==> config.mk <==
export PLATFORM = sky130hd
export DESIGN_NAME = decode_stage_pipe
export DESIGN_NICKNAME = d
export VERILOG_FILES = /design/src/rtl/decode_stage_pipe.sv
export SDC_FILE = /design/constraint.sdc
export NUM_CORES = 1
export LEC_CHECK = 0
export CORE_ASPECT_RATIO = 2
export CORE_UTILIZATION = 44
export CTS_CLUSTER_SIZE = 14
export DETAILED_ROUTE_END_ITERATION = 8
export GPL_TIMING_DRIVEN = 0
export PLACE_DENSITY = 0.86
export SYNTH_ARGS = -nofsm -noshare
export SYNTH_HDL_FRONTEND = slang
export SYNTH_SLANG_ARGS = --single-unit
==> constraint.sdc <==
create_clock -name clk -period 2.8 [get_ports clk]
set_input_delay 0.56 -clock clk [delete_from_list [all_inputs] [get_ports clk]]
set_output_delay 0.56 -clock clk [all_outputs]
set_load 0.01 [all_outputs]
==> src/rtl/decode_stage_pipe.sv <==
// Registered decode stage with valid/ready handshake and a RAW/WAW scoreboard interlock.
// Define VEC_DECODE_EN to build vector-class decode and the vector-file scoreboard.
module decode_stage_pipe #(
  parameter int unsigned INSTR_W = 32,
  parameter int unsigned OPC_W   = 6,
  parameter int unsigned REG_W   = 4,
  parameter int unsigned IMM_W   = 18,
  parameter int unsigned DATA_W  = 32,
  parameter int unsigned PC_W    = 32
) (
  input  logic               clk,
  input  logic               rst,
  input  logic               flush,
  input  logic               in_valid,
  output logic               in_ready,
  input  logic [INSTR_W-1:0] in_instr,
  input  logic [PC_W-1:0]    in_pc,
  input  logic               wb_valid,
  input  logic               wb_vec,
  input  logic [REG_W-1:0]   wb_idx,
  output logic               out_valid,
  input  logic               out_ready,
  output logic [PC_W-1:0]    out_pc,
  output logic [2:0]         out_alu_op,
  output logic               out_is_vec,
  output logic [REG_W-1:0]   out_rd,
  output logic [REG_W-1:0]   out_rs1,
  output logic [REG_W-1:0]   out_rs2,
  output logic               out_rd_vec,
  output logic               out_rs1_vec,
  output logic               out_rs2_vec,
  output logic               out_we,
  output logic               out_use_imm,
  output logic               out_mem_rd,
  output logic               out_mem_wr,
  output logic               out_branch,
  output logic               out_illegal,
  output logic [DATA_W-1:0]  out_imm
);

  localparam int unsigned NREG    = 1 << REG_W;
  localparam int unsigned RD_LSB  = INSTR_W - OPC_W - REG_W;
  localparam int unsigned RS1_LSB = RD_LSB - REG_W;
  localparam int unsigned RS2_LSB = RS1_LSB - REG_W;

  // Instruction fields
  logic [OPC_W-1:0]  opc;
  logic [REG_W-1:0]  rd;
  logic [REG_W-1:0]  rs1;
  logic [REG_W-1:0]  rs2;
  logic [IMM_W-1:0]  imm_raw;
  logic [DATA_W-1:0] imm_ext;
  logic [2:0]        cls;

  assign opc     = in_instr[INSTR_W-1 -: OPC_W];
  assign rd      = in_instr[RD_LSB +: REG_W];
  assign rs1     = in_instr[RS1_LSB +: REG_W];
  assign rs2     = in_instr[RS2_LSB +: REG_W];
  assign imm_raw = in_instr[IMM_W-1:0];
  assign imm_ext = DATA_W'($signed(imm_raw));
  assign cls     = {opc[OPC_W-1], opc[4:3]};

  // Decoded controls and which operand slots take part in hazard checks
  logic d_we;
  logic d_use_imm;
  logic d_mem_rd;
  logic d_mem_wr;
  logic d_branch;
  logic d_illegal;
  logic d_is_vec;
  logic d_rd_vec;
  logic d_rs1_vec;
  logic d_rs2_vec;
  logic use_rd;
  logic use_rs1;
  logic use_rs2;

  always_comb begin
    d_we      = 1'b0;
    d_use_imm = 1'b0;
    d_mem_rd  = 1'b0;
    d_mem_wr  = 1'b0;
    d_branch  = 1'b0;
    d_illegal = 1'b0;
    d_is_vec  = 1'b0;
    d_rd_vec  = 1'b0;
    d_rs1_vec = 1'b0;
    d_rs2_vec = 1'b0;
    use_rd    = 1'b0;
    use_rs1   = 1'b0;
    use_rs2   = 1'b0;
    case (cls)
      3'b000: begin
        d_we    = 1'b1;
        use_rd  = 1'b1;
        use_rs1 = 1'b1;
        use_rs2 = 1'b1;
      end
      3'b001: begin
        d_we      = 1'b1;
        d_use_imm = 1'b1;
        use_rd    = 1'b1;
        use_rs1   = 1'b1;
      end
      3'b010: begin
        d_we      = 1'b1;
        d_use_imm = 1'b1;
        d_mem_rd  = 1'b1;
        use_rd    = 1'b1;
        use_rs1   = 1'b1;
      end
      3'b011: begin
        use_rs1 = 1'b1;
        use_rs2 = 1'b1;
        if (opc[2]) begin
          d_branch = 1'b1;
        end else begin
          d_mem_wr  = 1'b1;
          d_use_imm = 1'b1;
        end
      end
`ifdef VEC_DECODE_EN
      3'b100: begin
        d_is_vec  = 1'b1;
        d_we      = 1'b1;
        d_rd_vec  = 1'b1;
        d_rs1_vec = 1'b1;
        d_rs2_vec = 1'b1;
        use_rd    = 1'b1;
        use_rs1   = 1'b1;
        use_rs2   = 1'b1;
      end
      3'b101: begin
        d_is_vec  = 1'b1;
        d_we      = 1'b1;
        d_rd_vec  = 1'b1;
        d_rs1_vec = 1'b1;
        use_rd    = 1'b1;
        use_rs1   = 1'b1;
        use_rs2   = 1'b1;
      end
      3'b110: begin
        d_is_vec = 1'b1;
        d_we     = 1'b1;
        d_rd_vec = 1'b1;
        d_mem_rd = 1'b1;
        use_rd   = 1'b1;
        use_rs1  = 1'b1;
      end
      3'b111: begin
        // vstore: vd is read as the store data, so it is a source here
        d_is_vec = 1'b1;
        d_rd_vec = 1'b1;
        d_mem_wr = 1'b1;
        use_rd   = 1'b1;
        use_rs1  = 1'b1;
      end
`endif
      default: begin
        d_illegal = 1'b1;
      end
    endcase
  end

  // Scoreboards: scalar file always, vector file only when vector decode is built
  logic [NREG-1:0] ssb;
  logic [NREG-1:0] s_set;
  logic [NREG-1:0] s_clr;
  logic            handoff;

  assign handoff = out_valid & out_ready & ~flush;

  always_comb begin
    s_set = '0;
    s_clr = '0;
    if (handoff & out_we & ~out_rd_vec & (out_rd != '0)) s_set[out_rd] = 1'b1;
    if (wb_valid & ~wb_vec) s_clr[wb_idx] = 1'b1;
  end

  // Set is OR-ed after the clear so a same-cycle set/clear leaves the bit pending
  always_ff @(posedge clk) begin
    if (rst) ssb <= '0;
    else     ssb <= (ssb & ~s_clr) | s_set;
  end

`ifdef VEC_DECODE_EN
  logic [NREG-1:0] vsb;
  logic [NREG-1:0] v_set;
  logic [NREG-1:0] v_clr;

  always_comb begin
    v_set = '0;
    v_clr = '0;
    if (handoff & out_we & out_rd_vec) v_set[out_rd] = 1'b1;
    if (wb_valid & wb_vec) v_clr[wb_idx] = 1'b1;
  end

  always_ff @(posedge clk) begin
    if (rst) vsb <= '0;
    else     vsb <= (vsb & ~v_clr) | v_set;
  end
`endif

  // Hazard: any used operand pending in its file or matching the held destination
  logic             hazard;
  logic             hit;
  logic [2:0]       op_use;
  logic [2:0]       op_vec;
  logic [REG_W-1:0] op_idx [3];

  assign op_use    = {use_rs2, use_rs1, use_rd};
  assign op_vec    = {d_rs2_vec, d_rs1_vec, d_rd_vec};
  assign op_idx[0] = rd;
  assign op_idx[1] = rs1;
  assign op_idx[2] = rs2;

  always_comb begin
    hazard = 1'b0;
    hit    = 1'b0;
    for (int i = 0; i < 3; i++) begin
      hit = 1'b0;
      if (op_vec[i]) begin
`ifdef VEC_DECODE_EN
        hit = vsb[op_idx[i]] | (out_valid & out_we & out_rd_vec & (out_rd == op_idx[i]));
`endif
      end else if (op_idx[i] != '0) begin
        hit = ssb[op_idx[i]] | (out_valid & out_we & ~out_rd_vec & (out_rd == op_idx[i]));
      end
      hazard = hazard | (op_use[i] & hit);
    end
  end

  logic accept;

  assign in_ready = ~rst & ~flush & ~hazard & (~out_valid | out_ready);
  assign accept   = in_valid & in_ready;

  // Output register: flush kills the held bundle, otherwise load on accept or drain on ready
  always_ff @(posedge clk) begin
    if (rst) begin
      out_valid   <= 1'b0;
      out_pc      <= '0;
      out_alu_op  <= '0;
      out_is_vec  <= 1'b0;
      out_rd      <= '0;
      out_rs1     <= '0;
      out_rs2     <= '0;
      out_rd_vec  <= 1'b0;
      out_rs1_vec <= 1'b0;
      out_rs2_vec <= 1'b0;
      out_we      <= 1'b0;
      out_use_imm <= 1'b0;
      out_mem_rd  <= 1'b0;
      out_mem_wr  <= 1'b0;
      out_branch  <= 1'b0;
      out_illegal <= 1'b0;
      out_imm     <= '0;
    end else if (flush) begin
      out_valid <= 1'b0;
    end else if (accept) begin
      out_valid   <= 1'b1;
      out_pc      <= in_pc;
      out_alu_op  <= opc[2:0];
      out_is_vec  <= d_is_vec;
      out_rd      <= rd;
      out_rs1     <= rs1;
      out_rs2     <= rs2;
      out_rd_vec  <= d_rd_vec;
      out_rs1_vec <= d_rs1_vec;
      out_rs2_vec <= d_rs2_vec;
      out_we      <= d_we;
      out_use_imm <= d_use_imm;
      out_mem_rd  <= d_mem_rd;
      out_mem_wr  <= d_mem_wr;
      out_branch  <= d_branch;
      out_illegal <= d_illegal;
      out_imm     <= imm_ext;
    end else if (out_ready) begin
      out_valid <= 1'b0;
    end
  end

endmodule
==> flow_metrics.py <==
metrics = {
    "power": {
        "peakVddDrop_mv": 0.502,
        "p_per_area_mw_per_mm2": 481,
        "p_leak_nw": 2.59,
    },
    "drt": {
        "wl_met3_um": 612,
        "vias": 3756,
        "drc": 0,
        "met1Wirelength_um": 4110,
        "highest_layer": "met4",
        "drtIter0Drc": 147,
        "wl_met2_um": 6960,
        "wl_per_cell_um": 17.3,
        "first_pass_iters": 4,
        "ant_nets": 0,
        "viasPerCell": 5.30,
        "wl_um": 12300,
    },
    "sta": {
        "drv_slew": 0,
        "worst_slew_pin_slew_ns": 0.589,
        "setup_viol": 0,
        "slew_headroom": 0.608,
        "finalHoldViolCount": 0,
        "period_minus_slack_ns": 2.75,
        "finalClockSkew_ns": 0.00930,
        "fin_crit_sh": 0.981,
        "max_freq_mhz": 364,
        "rsz0062_at_grt": "false",
    },
    "critical_path": {
        "r2r_slack_ns": 0.26,
        "crit_type": "primary input to primary output",
        "crit_slowest_cell": "mux4_2",
        "crit_chain": "clkbuf_4 -> mux4_2 -> o2111ai_2 -> nand3_1 -> nor4_4 -> buf_2",
        "worstPathMaxFanout": 9,
        "end_kind": "primary output",
        "cp.arrival_ns": 2.19,
        "required_ns": 2.24,
        "max_stage_delay_ns": 0.54,
        "critPathLaunchType": "primary input",
        "crit_family": "multiplexers",
        "critPathBufInv": 2,
    },
    "flow_run": {
        "cap_viol_max_count": 0,
    },
    "final_layout": {
        "area_growth_pct": 47.4,
        "n_antenna_cell": 0,
        "utilization": 0.671,
        "n_fill_cell": 738,
        "final_area_mm2": 0.00630,
        "layout-drive-gt1-share": 0.215,
        "nets": 675,
    },
    "cts": {
        "cts_buffers": 9,
        "clk_path_buf_depth": 2,
        "clkTransAtPathRegs_ns": 0.06,
        "cts_tree": "built",
        "cts.sinks": 84,
        "cts-root-buf": "clkbuf_16",
        "hold_buffers": 0,
        "cts_max_level": 3,
        "clkLatencyLatePin_ns": 0.33,
    },
    "grt": {
        "grt_pass1_vias": 3983,
        "grt_use_total": 0.241,
        "grt_pass1_wl_um": 18800,
        "antenna_found_initial": 0,
        "grt_max_degree": 18,
        "gr-total-overflow": 0,
    },
    "yosys": {
        "synth_seq_area_share": 0.393,
        "avgSynthCellArea_um2": 9.89,
        "yosysWarnings": 0,
        "synthArstFlopShare": 0,
        "synth_top_family_by_area": "multiplexers",
        "synthMuxAreaShare": 0.246,
        "synth_edf_count": 0,
        "synth-simple-area-share": 0.195,
        "synth_area_mm2": 0.00427,
        "ys_seq_elements": 84,
        "yosys.area_share.xor_xnor": 0.0266,
        "synthCells": 432,
        "synth-compound-area-share": 0.0626,
        "ys.flop_type": "dfxtp_1",
        "synth-adder-area-share": 0,
        "yosysUniqueCellTypes": 40,
    },
    "placed_design": {
        "placed_area_mm2": 0.00594,
        "globalplace.congestion": 0.882,
        "dp_hpwl_um": 9640,
        "io_buffers": 152,
    },
    "die": {
        "start_util": 0.455,
        "die_w_um": 71.7,
        "die_h_um": 141,
        "design.die.area_mm2": 0.0101,
        "io_pins": 166,
        "fp.coreArea_mm2": 0.00938,
        "rows": 50,
    },
    "outcome": {
        "outcome": "completed",
    },
    "hold_path": {
        "hold_class": "flop to flop",
    },
}
## tightest hold or removal path, delay by kind of cell, from the launching register on
kind,cells,cell delay [ns]
and+or+nand+nor,1,0.06
muxes,1,0.06
DFF,1,0.30
## cells in the mapped netlist (2+ instances only)
cell type | number | area share
a21boi_0 | 2 | 0.0035
a21oi_1 | 17 | 0.020
a31oi_1 | 3 | 0.0044
buf_2 | 7 | 0.0082
buf_4 | 22 | 0.039
buf_6 | 4 | 0.011
clkbuf_1 | 19 | 0.017
dfxtp_1 | 84 | 0.39
mux2_2 | 49 | 0.13
mux2_4 | 14 | 0.049
mux2i_1 | 20 | 0.047
mux4_2 | 4 | 0.021
nand2_1 | 20 | 0.018
nand2b_1 | 9 | 0.013
nand3_1 | 15 | 0.018
nand4_1 | 2 | 0.0029
nand4b_1 | 2 | 0.0041
nor2_1 | 17 | 0.015
nor2b_1 | 68 | 0.10
nor3_1 | 4 | 0.0047
nor3b_1 | 3 | 0.0053
nor4_1 | 2 | 0.0029
o2111ai_1 | 2 | 0.0041
o21ai_0 | 15 | 0.018
xor2_1 | 13 | 0.027
## metal layers
layer  GRT usage  up-vias
met5           0        -
met4       0.167        0
met3      0.0462       47
met2       0.461      158
met1       0.217     1762
li1            -     1789
## cell type report
cell class,count,area [um2],area share
buffer,52,329,0.0522
inverter,1,3.75,0.000596
clock buffer,12,256,0.0407
tap,104,130,0.0207
clock inverter,4,47.5,0.00755
timing repair buffer,154,1530,0.243
sequential,84,1680,0.267
multi-input combinational,298,2320,0.368
## placed cells by master, fill, tap and decap left out, drive strengths merged, types with 2 or more instances in the layout
cell / netlist / routed
nor3b: 3 / 3
nor2b: 68 / 68
xor2: 13 / 13
clkdlybuf4s50: 0 / 146
nor2: 17 / 17
dlygate4sd2: 0 / 3
a21oi: 17 / 17
o21ai: 16 / 16
clkbuf: 19 / 32
nand2b: 9 / 9
mux2: 63 / 63
nor4: 3 / 3
nand4: 2 / 2
nand3: 15 / 15
mux4: 4 / 4
a21boi: 2 / 2
nand4b: 2 / 2
conb: 1 / 4
a31oi: 3 / 3
clkinv: 0 / 2
buf: 33 / 35
dlymetal6s2s: 0 / 2
dfxtp: 84 / 84
nor3: 4 / 4
nand2: 21 / 21
o2111ai: 2 / 2
mux2i: 20 / 20
## sequential cells by signal, indices dropped and copies added, names as in the netlist
register and flops:
out_valid 1, out_imm 14, out_rd 4, out_mem_rd 1, out_use_imm 1, out_mem_wr 1, out_branch 1, out_pc 32
out_rs1 4, out_illegal 1, out_we 1, out_alu_op 3, ssb 16, out_rs2 4
## path summary, 6_finish.rpt
path,from,endpoint,cells after the start
setup reg to reg,out_rd[1]$_SDFFE_PP0P_,out_pc[25]$_SDFFE_PP0P_,11
hold / removal,out_branch$_SDFFE_PP0P_,out_branch$_SDFFE_PP0P_,2
setup / recovery,in_instr[18],in_ready,6
hold reg to reg,out_branch$_SDFFE_PP0P_,out_branch$_SDFFE_PP0P_,2
## power by group
part	internal [mW]	switching, mW
Sequential	1.25	0.0290
Combinational	0.332	0.225
Clock	0.737	0.461
Total	2.32	0.714
## kinds of logic (layout without fill, tap and decap cells)
family,Yosys count,in the layout
xor gates and xnor gates,13,13
AOI/OAI and AO/OA,46,46
DFF,84,84
buffers and inverters,53,223
and+or+nand+nor,148,148
muxes,87,87
other,1,4
## metrics by stage
step | setup TNS [ns] | hold WS (ns) | worst slack [ns] | power (mW) | std cells
after floorplan | 0 | 0.471 | 0.143 | 1.56 | 435
after global placement | -26.95 | 0.462 | -0.728 | 1.84 | 691
after detailed placement | -27.50 | 0.468 | -0.720 | 1.85 | 691
after CTS | 0 | 0.479 | 0.0153 | 3.05 | 709
after global routing | 0 | 0.495 | 0.0288 | 3.13 | 709
final | 0 | 0.479 | 0.0525 | 3.03 | 709
## repair_timing
| item | in CTS | in global routing |
|---|---|---|
| pin swaps | 2 | 0 |
| resized for setup | 14 | 11 |
| buffers inserted | 2 | 0 |
| hold endpoints to repair | 0 | 0 |
| setup endpoints to repair | 56 | 55 |
(Power assumes the default switching activity.)
